**config.mk**
```make
export PLATFORM = sky130hd
export DESIGN_NAME = turn_timer
export DESIGN_NICKNAME = d
export VERILOG_FILES = /design/src/rtl/turn_timer.sv
export SDC_FILE = /design/constraint.sdc
export NUM_CORES = 1
export LEC_CHECK = 0
export BUFFER_PORTS_ARGS = -buffer_cell sky130_fd_sc_hd__buf_2
export CAP_MARGIN = 15
export CORE_MARGIN = 1.5
export CORE_UTILIZATION = 35
export DETAILED_ROUTE_END_ITERATION = 16
export GPL_TIMING_DRIVEN = 0
export PLACE_DENSITY_LB_ADDON = 0.08
export SLEW_MARGIN = 20
export SYNTH_ARGS = -nofsm -noshare
export SYNTH_HDL_FRONTEND = slang
export SYNTH_SLANG_ARGS = --single-unit
```
**constraint.sdc**
```tcl
create_clock -name clk -period 2.7 [get_ports clk]
set_clock_uncertainty 0.2 [all_clocks]
set_input_delay 0.405 -clock clk [delete_from_list [all_inputs] [get_ports clk]]
set_output_delay 0.405 -clock clk [all_outputs]
set_load 0.05 [all_outputs]
```
**src/rtl/turn_timer.sv**
```systemverilog
// turn_timer: per-turn countdown with a one-second prescaler and BCD display digits.
// Latency: finished rises TURN_SECONDS*CLK_HZ edges after the reload edge; outputs other than finished are combinational.
// Backpressure: none; the block runs freely and any estado change restarts the budget.
//
// Ports:
//   clk          - single clock; all state updates on its rising edge
//   rst          - synchronous active-low reset
//   estado       - game state code; 0 = idle, any other value = a timed turn
//   finished     - registered one-cycle pulse when the turn budget expires
//   seconds_left - remaining seconds of the current turn
//   tens, units  - BCD digits of seconds_left
//   active       - high while the countdown is running
module turn_timer #(
  parameter int CLK_HZ       = 50_000_000,
  parameter int TURN_SECONDS = 15
) (
  input  logic       clk,
  input  logic       rst,
  input  logic [3:0] estado,
  output logic       finished,
  output logic [4:0] seconds_left,
  output logic [3:0] tens,
  output logic [3:0] units,
  output logic       active
);

  localparam int PW = (CLK_HZ > 2) ? $clog2(CLK_HZ) : 1;
  localparam logic [PW-1:0] PRESC_MAX = PW'(CLK_HZ - 1);
  localparam logic [PW-1:0] PRESC_ONE = PW'(1);
  localparam logic [4:0]    TURN_SEC  = 5'(TURN_SECONDS);

  logic [3:0]    estado_q,       estado_d;
  logic [PW-1:0] prescaler_q,    prescaler_d;
  logic [4:0]    seconds_left_q, seconds_left_d;
  logic          finished_q,     finished_d;

  // Next-state logic. Priority: estado change (reload) > idle hold >
  // counting > hold at zero. finished_d defaults to 0 so the pulse can
  // only come from the 1 -> 0 step of the counting branch.
  always_comb begin
    estado_d       = estado_q;
    prescaler_d    = prescaler_q;
    seconds_left_d = seconds_left_q;
    finished_d     = 1'b0;

    if (estado != estado_q) begin
      // Any change, including non-zero to a different non-zero code,
      // starts a fresh turn. This also beats a coincident expiry.
      estado_d       = estado;
      prescaler_d    = '0;
      seconds_left_d = TURN_SEC;
    end else if (estado_q == 4'd0) begin
      prescaler_d    = '0;
      seconds_left_d = TURN_SEC;
    end else if (seconds_left_q != 5'd0) begin
      if (prescaler_q == PRESC_MAX) begin
        prescaler_d    = '0;
        seconds_left_d = seconds_left_q - 5'd1;
        finished_d     = (seconds_left_q == 5'd1);
      end else begin
        prescaler_d    = prescaler_q + PRESC_ONE;
      end
    end
    // seconds_left == 0 with a stable estado: everything holds.
  end

  always_ff @(posedge clk) begin
    if (!rst) begin
      estado_q       <= 4'd0;
      prescaler_q    <= '0;
      seconds_left_q <= TURN_SEC;
      finished_q     <= 1'b0;
    end else begin
      estado_q       <= estado_d;
      prescaler_q    <= prescaler_d;
      seconds_left_q <= seconds_left_d;
      finished_q     <= finished_d;
    end
  end

  assign finished     = finished_q;
  assign seconds_left = seconds_left_q;
  assign active       = (estado_q != 4'd0) && (seconds_left_q != 5'd0) && (estado == estado_q);

  // BCD split of a 0..31 value. The units digit is always below 10, so it
  // can be computed in 4-bit arithmetic: subtracting the tens offset modulo
  // 16 (30 -> 14, 20 -> 4, 10 -> 10) gives the exact result.
  always_comb begin
    tens  = 4'd0;
    units = seconds_left_q[3:0];
    if (seconds_left_q >= 5'd30) begin
      tens  = 4'd3;
      units = seconds_left_q[3:0] - 4'd14;
    end else if (seconds_left_q >= 5'd20) begin
      tens  = 4'd2;
      units = seconds_left_q[3:0] - 4'd4;
    end else if (seconds_left_q >= 5'd10) begin
      tens  = 4'd1;
      units = seconds_left_q[3:0] - 4'd10;
    end
  end

endmodule

```
* Word level (Yosys, flattened, before mapping)
Index checks and enable logic that the tools add are counted.
Storage, ports and cells: logic and storage cells 34, bits in registers 36
Cells by class: $lt $le $gt $ge 3, eq/ne operators 4, muxes and demuxes 7, reduce and logical (&&, ||, !) cells 8, bitwise gates (word level) 3, $add $sub $neg 5
Operator list (number):
- 26-bit by 1-bit adder with 26-bit output, second input constant | 1
- 26-bit == test, second input constant | 1
- 26-bit two-way mux | 1
- 4-bit two-way mux | 3
- 5-bit >= comparator, second input constant | 2
- 4-bit subtractor, second input constant | 2
- 5-bit by 1-bit == test with 1-bit output, second input constant | 1
- 5-bit by 4-bit >= comparator with 1-bit output, second input constant | 1
- 5-bit nonzero test | 1
- 5-bit OR reduction | 1
- 5-bit by 1-bit subtractor with 5-bit output, second input constant | 1
- 4-bit == test | 1
- 4-bit logical NOT | 1
- 2-bit two-way mux | 2
- 4-bit inequality test | 1
- 4-bit nonzero test | 1
- 4-bit by 3-bit subtractor with 4-bit output, second input constant | 1
- 1-bit NOT | 3
- 3-bit OR reduction | 1
- 1-bit logical AND | 2
- 2-bit AND reduction | 1
- 1-bit two-way mux | 1

* Depth between registers and ports, before layout
Gate-level depths: netlist of the first run.
word-level depth 4, gate-level depth with buffers 9, gate-level depth less buffers 7

* Least setup slack after synthesis of the first run
No wires, ideal clock.
path type register to output, start point register seconds_left_q[1] (netlist: seconds_left[1]), end point output units[1], arrival 3470 ps, path buffers 0, stages on the path, launching flop included 7, path slack -1375 ps, cells stage by stage dfxtp_1 > inv_1 > ha_1 > nor2b_1 > o31a_1 > o21ai_0 > xnor2_1
Between the ends: cells in the longest elaborated chain, start to end 4
Ends and longest elaborated chain:
- from (decl) | RTL line 34 | logic [4:0] seconds_left_q, seconds_left_d;
- from (signal assigned) | RTL line 76 | seconds_left_q <= seconds_left_d;
- 4-bit subtractor / 5-bit by 4-bit >= comparator with 1-bit output (equally long branches) | RTL line 99, 97
- 4-bit two-way mux | RTL line 97 | end else if (seconds_left_q >= 5'd10) begin
- 4-bit two-way mux | RTL line 94 | end else if (seconds_left_q >= 5'd20) begin
- 4-bit two-way mux (*) | RTL line 91 | if (seconds_left_q >= 5'd30) begin
- to (decl) | RTL line 23 | output logic [3:0] units,
Mark *: on every way between the ends. The rest lies on a longest branch, timed or not.

* Worst setup path in the final report of the first run
start point register seconds_left_q[1] (netlist: seconds_left[1]), end point output units[3]
Same word-level chain as after synthesis.

==> results of run 1 <==
## registers in the layout, summed over array words and instances, names as in the netlist
signal / flops
prescaler_q: 26
finished: 1
seconds_left: 5
estado_q: 4
## placed cells by master (no fill, tap or decap), types with 3 or more instances in the layout
cell,netlist,final
buf_4,3,14
nor4_1,9,8
a21oi_1,8,6
inv_1,11,9
nor2_1,27,27
nand2_1,23,22
buf_6,0,3
nor3_1,10,10
and2_1,5,5
xor2_1,10,10
nand4_1,3,3
nand3_1,9,9
or3_1,3,3
dfxtp_1,36,32
clkbuf_8,0,5
and3_1,5,5
nand3b_1,4,4
buf_2,2,15
o21ai_0,9,7
nand3_2,3,3
clkbuf_1,3,4
ha_1,13,11
xnor2_1,18,17
## cell usage after synthesis (all sizes together) (4+ instances only)
library cell	number
a21oi	8
and2	5
and3	5
buf	5
dfxtp	36
ha	13
inv	11
nand2	23
nand3	12
nand3b	5
nor2	27
nor3	10
nor4	9
o21ai	9
or3	4
xnor2	18
xor2	10
## worst max-delay path, cell delays in order, from the launching register on
cell	delay [ns]
dfxtp_4	0.38
clkinvlp_4	0.13
ha_2	0.20
nor2b_4	0.13
o31a_1	0.29
o31ai_1	0.20
a21oi_1	0.13
a21oi_4	0.15
buf_6	0.17
## layout make-up
type / instances / area share (%)
timing repair buffer: 27 / 7.17
sequential: 36 / 29.7
buffer: 7 / 1.83
inverter: 11 / 1.98
multi-input combinational: 183 / 52.4
clock buffer: 7 / 3.10
clock inverter: 1 / 0.203
tap: 72 / 3.66
## power by group through the flow
stage / Sequential, uW / Clock (uW) / Combinational (uW)
after detailed placement: 548 / 0 / 30.6
after global placement: 548 / 0 / 30.5
final: 534 / 370 / 30.9
after floorplan: 547 / 0 / 21.9
after CTS: 534 / 382 / 31.1
after global routing: 535 / 411 / 34.1
## path summary, 6_finish.rpt
path                                         to  slack (ns)            start
worst max register to register  seconds_left[4]        0.07  seconds_left[1]
worst min register to register   prescaler_q[1]        0.30   prescaler_q[1]
worst min-delay path                estado_q[0]        0.13        estado[0]
worst max-delay path                   units[3]        0.04  seconds_left[1]
## through the flow
step	hold slack (ns)	total power, uW
global route	0.134	979
floorplan	0.258	569
detailed placement	0.287	578
global placement	0.282	578
finish	0.134	935
CTS	0.135	948
## per-layer routing
layer	global-route usage (%)	part of all wire, %	vias up
li1	-	-	882
met1	19.2	50	790
met2	26.0	46	19
met3	3.14	2.4	5
met4	5.36	1.5	0
met5	0	0	-
## logic make-up (layout without fill, tap and decap cells)
family | Yosys count | after routing
and+or+nand+nor | 117 | 117
adders and majority gates | 13 | 13
other | 1 | 2
AOI/OAI and AO/OA | 22 | 22
DFF | 36 | 36
muxes | 1 | 1
xor gates and xnor gates | 28 | 28
buffers and inverters | 19 | 53
## what timing repair did
action | CTS | global route
endpoints found under the setup margin | 26 | 24
gates resized for setup | 15 | 9
pin swaps | 0 | 2
setup buffers | 2 | 7
==> results.cfg, run 1 <==
[job]
maxCapViolations = 0

[synthesis]
synth.top_cell.area_share_pct = 36.1
synth_edf_count = 0
ys_seq_elements = 36
synthCells = 237
synth_xor_area_share_pct = 12.3
synthSimpleGateAreaFrac_pct = 32.1
synth_area_um2 = 1990
yosysSeqAreaShare_pct = 36.1
netlist.top_cell.by_area = dfxtp_1
async_flop_share_pct = 0
synthFlopType = dfxtp_1
ys.warnings.count = 0
ys_types = 41
synth_compound_area_share_pct = 6.27
synthAdderAreaFrac_pct = 8.16
avgSynthCellArea_um2 = 8.42
yosys-mux-area-fraction_pct = 0.565
synth_area_leaders = dfxtp_1 (36%), ha_1 (8.2%), xnor2_1 (7.9%)
synth_top_family_by_area = simple AND/OR/NAND/NOR gates

[pwr]
internal_power_uw = 725
combPwrFrac_pct = 3.3
leakagePower_uw = 0.000892
p_sw_uw = 210
power.share.clock_pct = 39.5
p_per_area_nw_per_um2 = 380
power_frac_seq_pct = 57.2
swShare_pct = 22.5
vdd_drop_max_mv = 0.230

[cts]
cts_tree = yes
cts_made_buffers = 5
htreeDepth = 2
clock-root-buffer = clkbuf_8
cts-hold-fix-buffers = 0
cts_sinks = 36
clock_latency_ns = 0.29
clkSlewWorstSetupHoldPaths_ns = 0.08
clockBufferDepth = 2

[floorplanning]
row_count = 27
start_util_pct = 36.2
fp.dieH_um = 78.5
die_x_um = 78.5
pin_count = 21
core-area_um2 = 5510
dieArea_um2 = 6160

[worst_setup_path]
cp_max_fo = 5
criticalPathCategory = register to primary output
cp_data_arrival_time_ns = 2.06
reg2reg_depth = 8
cp-end-kind = primary output
required_ns = 2.10
start_kind = register

[global_route]
grt_pass1_wl_mm = 7.45
grt_use_total_pct = 15.3
overflow = 0
grt_max_degree = 12
grt_pass1_vias = 1611
antenna_found_initial = 0

[final_layout]
fin_util_pct = 44.7
multi_input_area_um2 = 1290
fin_area_um2 = 2460
drive_gt1_share_pct = 23.9
seq_area_um2 = 731
fillerInstances = 556
nNetsFinal = 290
final_cells = 344
n_antenna_cell = 0
synthToLayoutAreaGrowth_pct = 23.4

[sta]
min_period_ns = 2.66
tightestPinTransition_ns = 0.528
rsz0062_at_grt = yes
final.setup.tns_ns = 0
setup_violations = 0
worst_slack_ns = 0.0351
min_period_over_period_pct = 98.7
hold_viol = 0
slew_viol_final = 0
slew_headroom_pct = 64.5
max_freq_mhz = 375

[placed_design]
dpl_worst_slack_ns = -0.0578
gp_congestion = 0.738
dp.cells = 328
dpl_cell_area_um2 = 2230
hpwlAfterDp_mm = 3.10
port_buffers = 18

[drt]
routedWlPerCell_um = 12.7
ant_nets = 0
vias_per_cell = 4.93
drtIter0Drc = 48
wl_mm = 4.38
drc = 0
vias = 1696
firstDrtPassIters = 4

[min_path]
min_path_type = primary input to register
whs_path_depth = 2

[outcome]
status = finished, final reports clean
No activity file was read; power rests on OpenSTA's default activity.
==> run 2: changes to the inputs <==
==> constraint.sdc (replaced) <==
create_clock -name clk -period 3.2 [get_ports clk]
set_clock_uncertainty 0.2 [all_clocks]
set_input_delay 0.48 -clock clk [delete_from_list [all_inputs] [get_ports clk]]
set_output_delay 0.48 -clock clk [all_outputs]
set_load 0.05 [all_outputs]
==> results.cfg, run 2 (synthesis results as in run 1) <==
[final_layout]
final_common_cell = dfxtp_1
synthToLayoutAreaGrowth_pct = 13.9
seq_area_um2 = 722
drive_gt1_share_pct = 16.7
fin_area_um2 = 2270
fin_util_pct = 41.2
regMostFlops = prescaler_q
largest_reg_flops = 26
final_cell_mix = dfxtp_1 (35), nor2_1 (27), nand2_1 (23)
multi_input_area_um2 = 1210
n_antenna_cell = 0
final_cells = 335
fillerInstances = 583
nNetsFinal = 282

[global_route]
overflow = 0
grt_pass1_wl_mm = 7.24
antenna_found_initial = 0
grt_max_degree = 11
grt_use_total_pct = 15.0
grt_pass1_vias = 1516

[cts]
cts_resized = 0
post_cts_buffers = 0
clkSlewWorstSetupHoldPaths_ns = 0.07
htreeDepth = 2
cts_tree = yes
cts-hold-fix-buffers = 0
cts_made_buffers = 5
cts_sinks = 36
clock_latency_ns = 0.28
clock-root-buffer = clkbuf_8
clockBufferDepth = 2

[floorplanning]
dieArea_um2 = 6160
die_x_um = 78.5
fp.dieH_um = 78.5
row_count = 27
start_util_pct = 36.2
pin_count = 21
core-area_um2 = 5510

[worst_setup_path]
cp-end-kind = primary output
regToRegSetupSlack_ns = 0.31
r2r_start = seconds_left[3]
timing.rr.end = prescaler_q[3]
criticalPathCategory = register to primary output
cp_max_fo = 8
cp_data_arrival_time_ns = 2.29
slowest_delay_ns = 0.37
path_cells = inv_1 -> ha_1 -> o21ai_0 -> a21oi_1 -> mux2_2 -> a31oi_2 -> buf_2
required_ns = 2.52
cp_slowest_cell = mux2_2
reg2reg_depth = 9
start_kind = register

[drt]
met1Wirelength_mm = 2.20
maxUsedRoutingLayer = met4
firstDrtPassIters = 4
ant_nets = 0
vias = 1639
wl_mm = 4.16
drtIter0Drc = 73
vias_per_cell = 4.89
wl_met2_mm = 1.74
met3WireLength_um = 151
routedWlPerCell_um = 12.4
drc = 0

[sta]
slew_headroom_pct = 42.8
setup_violations = 0
max_freq_mhz = 336
hold_viol = 0
min_period_over_period_pct = 92.9
min_period_ns = 2.97
rsz0062_at_grt = no
tightestPinTransition_ns = 0.850
slew_viol_final = 0

[placed_design]
port_buffers = 18
dpl_cell_area_um2 = 2190
hpwlAfterDp_mm = 3.00
dp.cells = 328
gp_congestion = 0.772

[outcome]
status = finished, final reports clean

[pwr]
leakagePower_uw = 0.000804
vdd_drop_max_mv = 0.189
p_per_area_nw_per_um2 = 346

[job]
maxCapViolations = 0

[min_path]
worstHoldStart = estado[3]
min_path_type = primary input to register
min_to = estado_q[3]
whs_path_depth = 2
[run 2: cell count changes in the layout (fill, tap and decap cells not counted), sizes merged]
cell      change
buf           -9
inv           +2
clkinvlp      -2
[run 2: report_power, final]
part	total [uW]	internal [uW]	switching [uW]
Clock	308	148	160
Combinational	25.2	9.63	15.6
Sequential	453	451	1.81
[run 2: critical path, delay by kind of cell, from the launching register on]
family,cells,cell delay (ns)
AOI/OAI and AO/OA,3,0.53
buffers and inverters,2,0.49
muxes,1,0.37
DFF,1,0.36
adders and majority gates,1,0.26
[run 2: worst max path at each step]
stage / startpoint / to / depth (start not counted) / slack [ns]
floorplan: seconds_left[2] / units[1] / 7 / -0.16
global placement: seconds_left[3] / prescaler_q[3] / 9 / 0.30
detailed placement: seconds_left[3] / prescaler_q[10] / 9 / 0.30
CTS: seconds_left[1] / units[2] / 7 / 0.13
global route: seconds_left[1] / units[3] / 8 / 0.08
finish: seconds_left[2] / units[2] / 7 / 0.23
[run 2: final cells by class]
cell class | count | area share (%)
plain buffers | 8 | 1.93
multi-input cells | 183 | 53.1
clock buffers | 6 | 3.20
repair buffers | 18 | 3.97
flip-flops and latches | 36 | 31.8
well taps | 72 | 3.97
inverters | 11 | 1.82
clock inverters | 1 | 0.220
[run 2: per-stage QoR]
stage | total power, uW | setup TNS [ns] | setup slack [ns] | hold WS [ns]
after floorplan | 481 | -0.165 | -0.165 | 0.258
after global placement | 488 | 0 | 0.301 | 0.280
after detailed placement | 489 | 0 | 0.299 | 0.288
after CTS | 801 | 0 | 0.130 | 0.211
after global routing | 821 | 0 | 0.0753 | 0.222
final | 786 | 0 | 0.228 | 0.221
[run 2: per-layer routing]
metal / track usage, % / up-vias
met4: 6.43 / 0
met2: 23.0 / 26
met5: 0 / -
met3: 2.44 / 5
met1: 20.7 / 749
li1: - / 859
==> run 3: changes to the inputs <==
--- a/config.mk
+++ b/config.mk
@@ -9,6 +9,7 @@
 export CAP_MARGIN = 15
 export CORE_MARGIN = 1.5
 export CORE_UTILIZATION = 35
+export CTS_BUF_LIST = sky130_fd_sc_hd__clkbuf_4 sky130_fd_sc_hd__clkbuf_8 sky130_fd_sc_hd__clkbuf_16
 export DETAILED_ROUTE_END_ITERATION = 16
 export GPL_TIMING_DRIVEN = 0
 export PLACE_DENSITY_LB_ADDON = 0.08
==> results.cfg, run 3 (synthesis results as in run 1) <==
[sta]
max_freq_mhz = 336
setup_violations = 0
hold_viol = 0
slew_viol_final = 0
tightestPinTransition_ns = 0.850
slew_headroom_pct = 42.8
rsz0062_at_grt = no
min_period_ns = 2.97
final.setup.tns_ns = 0
whs_ns = 0.221
min_period_over_period_pct = 92.9

[min_path]
min_path_type = primary input to register
whs_path_depth = 2

[floorplanning]
core-area_um2 = 5510
die_x_um = 78.5
fp.dieH_um = 78.5
pin_count = 21
row_count = 27
dieArea_um2 = 6160
start_util_pct = 36.2

[drt]
routedWlPerCell_um = 12.4
vias = 1639
drc = 0
vias_per_cell = 4.89
ant_nets = 0
drtIter0Drc = 73
firstDrtPassIters = 4
wl_mm = 4.16

[worst_setup_path]
crit_cells = 7
r2r_start = seconds_left[3]
start_kind = register
criticalPathCategory = register to primary output
cp-end-kind = primary output
slowest_delay_ns = 0.37
required_ns = 2.52
reg2reg_depth = 9
timing.rr.end = prescaler_q[3]
cp_data_arrival_time_ns = 2.29
crit_family = compound AO/OA/AOI/OAI gates
critPathCapture = units[2]
path_cells = inv_1 -> ha_1 -> o21ai_0 -> a21oi_1 -> mux2_2 -> a31oi_2 -> buf_2
setup.worst_path.start = seconds_left[2]
cp_max_fo = 8
regToRegSetupSlack_ns = 0.31
path_buf_inv = 2
cp_slowest_cell = mux2_2

[global_route]
grt_pass1_vias = 1516
grt_max_degree = 11
grt_use_total_pct = 15.0
grt_pass1_wl_mm = 7.24
overflow = 0
antenna_found_initial = 0

[pwr]
power_frac_seq_pct = 57.0
internal_power_uw = 617
vdd_drop_max_mv = 0.189
leakagePower_uw = 0.000807
p_sw_uw = 177
combPwrFrac_pct = 3.2
swShare_pct = 22.3
power.share.clock_pct = 39.9
total_power_uw = 794
p_per_area_nw_per_um2 = 349

[placed_design]
port_buffers = 18
dpl_cell_area_um2 = 2190
hpwlAfterDp_mm = 3.00
gp_congestion = 0.772

[final_layout]
nNetsFinal = 282
drive_gt1_share_pct = 17.1
multi_input_area_um2 = 1210
largest_reg_flops = 26
synthToLayoutAreaGrowth_pct = 14.1
final_common_cell = dfxtp_1
regMostFlops = prescaler_q
fin_util_pct = 41.3
fillerInstances = 582
seq_area_um2 = 722
final_cell_mix = dfxtp_1 (35), nor2_1 (27), nand2_1 (23)
n_antenna_cell = 0
fin_area_um2 = 2270

[cts]
cts_tree = yes
cts_made_buffers = 5
htreeDepth = 2
cts-hold-fix-buffers = 0
clkSlewWorstSetupHoldPaths_ns = 0.07
post_cts_buffers = 0
clock-root-buffer = clkbuf_8
clock_latency_ns = 0.28
cts_resized = 0
cts_sinks = 36
clockBufferDepth = 2

[outcome]
status = finished, final reports clean

[job]
maxCapViolations = 0
## run 3: changes by cell type in the layout (fill, tap and decap cells not counted)
cell and change:
clkbuf_1 -1, clkbuf_4 +1
## run 3: metrics by stage
step,setup WS [ns],cells
2_1_floorplan,-0.165,238
6_report,0.228,335
3_5_place_dp,0.299,328
3_3_place_gp,0.301,328
5_1_grt,0.0753,335
4_1_cts,0.130,335
## run 3: worst min-delay path by stage
stage	startpoint	endpoint	slack (ns)
5_1_grt	estado[2]	estado_q[2]	0.22
3_3_place_gp	prescaler_q[1]	prescaler_q[1]	0.28
6_report	estado[3]	estado_q[3]	0.22
2_1_floorplan	prescaler_q[1]	prescaler_q[1]	0.26
3_5_place_dp	prescaler_q[1]	prescaler_q[1]	0.29
4_1_cts	estado[3]	estado_q[3]	0.21
## run 3: routing by layer
layer	up-vias	part of all wire [%]	track usage, %
li1	859	-	-
met1	749	53	20.7
met4	0	1.5	6.43
met5	-	0	0
met2	26	42	23.0
met3	5	3.6	2.44
## run 3: final cells by class
cell class / instances / share of cell area [%]
buffer: 8 / 1.93
clock buffer: 6 / 3.36
clock inverter: 1 / 0.220
inverter: 11 / 1.82
multi-input combinational: 183 / 53.0
sequential: 36 / 31.7
tap: 72 / 3.96
timing repair buffer: 18 / 3.96
## run 3: power by group through the flow
stage | registers, uW | clock network [uW] | logic [uW]
final | 453 | 317 | 25.2
after global routing | 453 | 349 | 27.9
after CTS | 452 | 332 | 25.6
after detailed placement | 463 | 0 | 25.6
after global placement | 463 | 0 | 25.5
after floorplan | 463 | 0 | 18.5
